**config.mk**
```make
export PLATFORM = sky130hd
export DESIGN_NAME = mem_port_arbiter
export DESIGN_NICKNAME = d
export VERILOG_FILES = /design/src/rtl/mem_port_arbiter.sv
export SDC_FILE = /design/constraint.sdc
export NUM_CORES = 1
export LEC_CHECK = 0
export CAP_MARGIN = 20
export CORE_MARGIN = 2
export CORE_UTILIZATION = 45
export CTS_CLUSTER_SIZE = 24
export DETAILED_ROUTE_END_ITERATION = 6
export DONT_BUFFER_PORTS = 1
export PLACE_DENSITY_LB_ADDON = 0.08
export SYNTH_ARGS = -nofsm -noshare
export SYNTH_HDL_FRONTEND = slang
export SYNTH_SLANG_ARGS = --single-unit
```
**constraint.sdc**
```tcl
create_clock -name aclk -period 2.2 [get_ports aclk]
set_input_delay 0.66 -clock aclk [delete_from_list [all_inputs] [get_ports aclk]]
set_output_delay 0.66 -clock aclk [all_outputs]
set_load 0.1 [all_outputs]
```
**src/rtl/mem_port_arbiter.sv**
```systemverilog
// Shares one single-port block RAM between the CPU instruction and data ports.
// Grants at most one access per cycle and returns responses in grant order.
module mem_port_arbiter #(
  parameter int ADDR_W      = 32,
  parameter int DATA_W      = 32,
  parameter int MEM_LATENCY = 1,
  parameter int WORD_ADDR   = 1,
  parameter int ARB_MODE    = 0,
  parameter int MAX_WAIT    = 4
) (
  input  logic                aclk,
  input  logic                areset,
  input  logic                inst_req,
  input  logic [ADDR_W-1:0]   inst_addr,
  output logic                inst_gnt,
  output logic                inst_rvalid,
  output logic [DATA_W-1:0]   inst_rdata,
  input  logic                data_req,
  input  logic [ADDR_W-1:0]   data_addr,
  input  logic [DATA_W-1:0]   data_wdata,
  input  logic [DATA_W/8-1:0] data_we,
  output logic                data_gnt,
  output logic                data_rvalid,
  output logic [DATA_W-1:0]   data_rdata,
  output logic                mem_en,
  output logic [DATA_W/8-1:0] mem_we,
  output logic [ADDR_W-1:0]   mem_addr,
  output logic [DATA_W-1:0]   mem_wdata,
  input  logic [DATA_W-1:0]   mem_rdata
);

  localparam int DEPTH  = 1 + MEM_LATENCY;
  localparam int WAIT_W = 4;

  logic [WAIT_W-1:0] r_wait_cnt;
  logic              r_rr_inst_last;
  logic [DEPTH-1:0]  r_tag_vld;
  logic [DEPTH-1:0]  r_tag_data;

  logic              w_both;
  logic              w_inst_win;
  logic              w_any_gnt;
  logic              w_rsp_vld;
  logic              w_rsp_data;
  logic [ADDR_W-1:0] w_inst_maddr;
  logic [ADDR_W-1:0] w_data_maddr;

  // Only the request inputs and registered state feed the grants, never a grant.
  always_comb begin
    w_both     = inst_req && data_req;
    w_inst_win = 1'b0;
    inst_gnt   = 1'b0;
    data_gnt   = 1'b0;
    if (ARB_MODE == 1) w_inst_win = !r_rr_inst_last;
    else               w_inst_win = (r_wait_cnt == WAIT_W'(MAX_WAIT));
    if (!areset) begin
      if (w_both) begin
        inst_gnt = w_inst_win;
        data_gnt = !w_inst_win;
      end else begin
        inst_gnt = inst_req;
        data_gnt = data_req;
      end
    end
  end

  assign w_any_gnt    = inst_gnt || data_gnt;
  assign w_inst_maddr = (WORD_ADDR != 0) ? (inst_addr >> 2) : inst_addr;
  assign w_data_maddr = (WORD_ADDR != 0) ? (data_addr >> 2) : data_addr;
  assign w_rsp_vld    = r_tag_vld[DEPTH-1];
  assign w_rsp_data   = r_tag_data[DEPTH-1];

  always_ff @(posedge aclk) begin
    if (areset) begin
      r_wait_cnt     <= '0;
      r_rr_inst_last <= 1'b0;
    end else begin
      if (!inst_req || inst_gnt)                  r_wait_cnt <= '0;
      else if (r_wait_cnt != WAIT_W'(MAX_WAIT))   r_wait_cnt <= r_wait_cnt + 1'b1;
      if (w_both) r_rr_inst_last <= inst_gnt;
    end
  end

  // Memory command: address and write data hold when idle, enables drop.
  always_ff @(posedge aclk) begin
    if (areset) begin
      mem_en    <= 1'b0;
      mem_we    <= '0;
      mem_addr  <= '0;
      mem_wdata <= '0;
    end else begin
      mem_en <= w_any_gnt;
      mem_we <= data_gnt ? data_we : '0;
      if (inst_gnt) begin
        mem_addr  <= w_inst_maddr;
        mem_wdata <= '0;
      end else if (data_gnt) begin
        mem_addr  <= w_data_maddr;
        mem_wdata <= data_wdata;
      end
    end
  end

  // Tag stage k is valid k+1 cycles after the grant; the last stage lines up with mem_rdata.
  always_ff @(posedge aclk) begin
    if (areset) begin
      r_tag_vld   <= '0;
      r_tag_data  <= '0;
      inst_rvalid <= 1'b0;
      data_rvalid <= 1'b0;
      inst_rdata  <= '0;
      data_rdata  <= '0;
    end else begin
      r_tag_vld   <= {r_tag_vld[DEPTH-2:0], w_any_gnt};
      r_tag_data  <= {r_tag_data[DEPTH-2:0], data_gnt};
      inst_rvalid <= w_rsp_vld && !w_rsp_data;
      data_rvalid <= w_rsp_vld && w_rsp_data;
      if (w_rsp_vld && !w_rsp_data) inst_rdata <= mem_rdata;
      if (w_rsp_vld && w_rsp_data)  data_rdata <= mem_rdata;
    end
  end

endmodule

```
==> summary.md <==
| Metric | Value |
|---|---|
| Status | complete, but fails checks |
| Failing checks | design-rule violations |
| Min-delay src | areset |
| Worst skew pair latency | a little over 400 ps |
| Syn-to-layout area delta | 34.4% |
| CTS tree | built |
| Number of detailed-route iterations in the first pass | 7 |
| Post-synthesis cell area | ~5400 sq um |
| Netlist cell types | 31 |
| Required @ worst endpoint | roughly 1500 ps |
| Reg area | about 2800 sq um |
| YS warnings | 0 |
| Skew final | approximately 4 ps |
| Yosys reg bits | 140 |
| I/O Buffers | 0 |
| Syn Inst Count | just over 600 |
| First-pass GRT wire length | around 23 mm |
| Ports | 273 |
| Vias/cell | between 5 and 6 |
| P_leak | 2.96 nW |
| FILL cells | slightly above 1000 |
| Depth of the CTS H-tree | 4 |
| CP endpoint kind | output pin |
| Sink Count | 140 |
| Initial antenna violation count | 0 |
| Footprint of the multi-input gates | between 2000 and 2500 sq um |
| Most frequent cell after synthesis | dfxtp_1 |
| Share of layout cells above drive strength 1 | between 20% and 30% |
| Fmax | ~460 MHz |
| Hold Path Sink | data_rdata[30] |
| Hold Crit Depth | 1 |
| CP Class | flip-flop to output pin |
| Reg-to-reg slack, setup | roughly 290 ps |
| Post-Route WL | about 15 mm |
| CTS Buffer Depth | 2 |
| Largest cells by area after synthesis | dfxtp_1 52%, nand2_1 9.1%, a21oi_1 7.9%, a211oi_1 4.5%, o221a_2 4.2% |
| Layout Cells excl Fill | ~880 |
| Least-Margin Pin Slew | just under 700 ps |
| Largest net degree at the start of global routing | between 100 and 150 |
| DIE AREA | 12800 sq um |
| Initial DRC count | 380 |
| Setup crit start kind | flip-flop |
| DP HPWL | about 10 mm |
| Floorplan row count | 39 |
| ANT cells | 0 |
| Tmin final | roughly 2200 ps |
| FF-to-FF End | mem_addr[28] |
| Antenna viol nets, final | 0 |
| Root buffer cell | clkbuf_16 |
| Top-area cell type share of the netlist area | between 50% and 60% |
| Congestion Overflow GR | 0 |
| Mean Syn Cell Area | around 8.8 sq um |
| GRT Total Usage | between 20% and 30% |
| CTS clk-pin slew, worst paths | approximately 60 ps |
| Setup_tns | 0 ps |
| Setup WS pre-CTS | roughly 260 ps |
| Nets@finish | 864 |
| Post-synth EDFFs | 0 |
| Placed Cells | 841 |
| Primary FF master, synth | dfxtp_1 |
| HP Class | input port to flip-flop |
| Die Y | roughly 110 um |
| Max_cap viols | 0 |
| TritonCTS Buffers | 17 |
| PD cells | roughly 970 nW/um^2 |
| DIE WIDTH | 113 um |
| Worst VDD drop | slightly below 600 uV |
| WL per Instance | about 17 um |
| Sequential fraction of the synthesis area | ~52% |
| Final worst slack | between 15 and 20 ps |
| Reg-to-Reg Start | r_wait_cnt[0] |
| Vias in the first global route | around 4500 |
| Initial Util | 46.7% |
| CORE AREA | about 12000 sq um |
| Area leader, netlist | dfxtp_1 |
| Final setup viols | 0 |
| Data arrival time of the critical path | ~1500 ps |
| Hold Fails Final Rpt | 0 |
| Commonest cells post-synth | 140 x dfxtp_1, 130 x nand2_1, 85 x a21oi_1 |
| CTS Hold Bufs | 0 |
| DRC Markers | 17 |
| DR vias | roughly 4800 |
| Fin. max-slew vios | 0 |
| RSZ-0062 raised after global routing | yes |
| Ys async rst share | 0% |
| Gpl congestion | between 0.7 and 0.8 |
| Cells on worst reg2reg path | 7 |
| Critical Path Fanout Max | 6 |
| Max_slew headroom | 53.7% |
| Fin crit share | around 99% |
## kinds of logic (layout without fill, tap and decap cells)
family	Yosys count	after routing	share of synthesized area [%]
adder cells (fa/ha/maj)	2	2	0.466
AO/OA/AOI/OAI	181	181	21.7
other	1	2	0.0698
XOR/XNOR	2	2	0.326
multiplexers	20	20	3.73
buffers and inverters	63	191	5.43
flip-flops	140	140	52.2
AND/OR/NAND/NOR	200	200	16.1
## sequential cells by signal, summed over array words and instances, names as in the netlist, 2 cells and up
| signal | cells |
|---|---|
| data_rdata | 32 |
| inst_rdata | 32 |
| mem_addr | 30 |
| mem_wdata | 32 |
| mem_we | 4 |
| r_tag_data | 2 |
| r_tag_vld | 2 |
| r_wait_cnt | 4 |
## per-stage QoR
step	utilization [%]	total power, mW	hold slack, ps	cell area [sq um]
4_1_cts	62.3	7.03	306	7170
6_report	62.7	6.99	319	7220
3_5_place_dp	55.9	3.92	436	6440
2_1_floorplan	-	3.74	414	5380
5_1_grt	62.7	7.19	310	7220
3_3_place_gp	55.9	3.91	420	6440
## repair_timing
action                                  CTS  global route
gates cloned                              1             1
resized for setup                         8             0
pin swaps                                 3             2
endpoints found under the hold margin     0             0
buffers inserted                          4             3
endpoints found under the setup margin    2             2
## cells in the final DEF (no fill, tap or decap), drive strengths merged, types with 4 or more instances in the layout
master  Yosys  routed
a221o      10      10
o221a      20      20
a21oi      85      85
dfxtp     140     140
nand3      34      34
clkinv      0       5
mux2i      20      20
inv         4       4
nor2b       5       5
and2       11      11
o21ai      32      32
a211oi     32      32
nor2       10      10
buf        27     154
nand2     130     130
and3        4       4
bufinv      0       5
clkbuf     32      20
## critical path: stages, from the launching register on
cell     delay (ps)
dfxtp_2         340
inv_2            50
ha_4            150
and4b_2         250
nor2_4          120
buf_12          190
## layer usage
| layer | vias up | GRT usage, % | wire length, um |
|---|---|---|---|
| li1 | 2364 | - | - |
| met1 | 2178 | 25.1 | 5960 |
| met2 | 195 | 38.8 | 7450 |
| met3 | 28 | 7.93 | 1450 |
| met4 | 0 | 9.76 | 394 |
| met5 | - | 0 | 0 |
## how the worst max path moves through the flow
stage                        startpoint        to  slack, ps  depth (start not counted)
after global placement           areset  data_gnt        250                          3
after CTS                 r_wait_cnt[1]  data_gnt        -20                          5
after floorplan                  areset  inst_gnt         30                          4
after global routing      r_wait_cnt[0]  data_gnt        -30                          5
after detailed placement         areset  data_gnt        260                          3
final                     r_wait_cnt[0]  data_gnt         20                          5
## report_power, final
group | internal [mW] | switching, mW
clock network | 2.06 | 1.05
registers | 2.64 | 0.0316
logic | 0.268 | 0.948
## area by class of cell
type | count | share of cell area (%)
repair buffers | 156 | 17.3
multi-input cells | 407 | 32.2
inverters | 4 | 0.208
clock buffers | 19 | 6.27
well taps | 143 | 2.48
flip-flops and latches | 140 | 38.8
clock inverters | 12 | 2.69
Note: power is estimated with default switching activity, not from simulation.
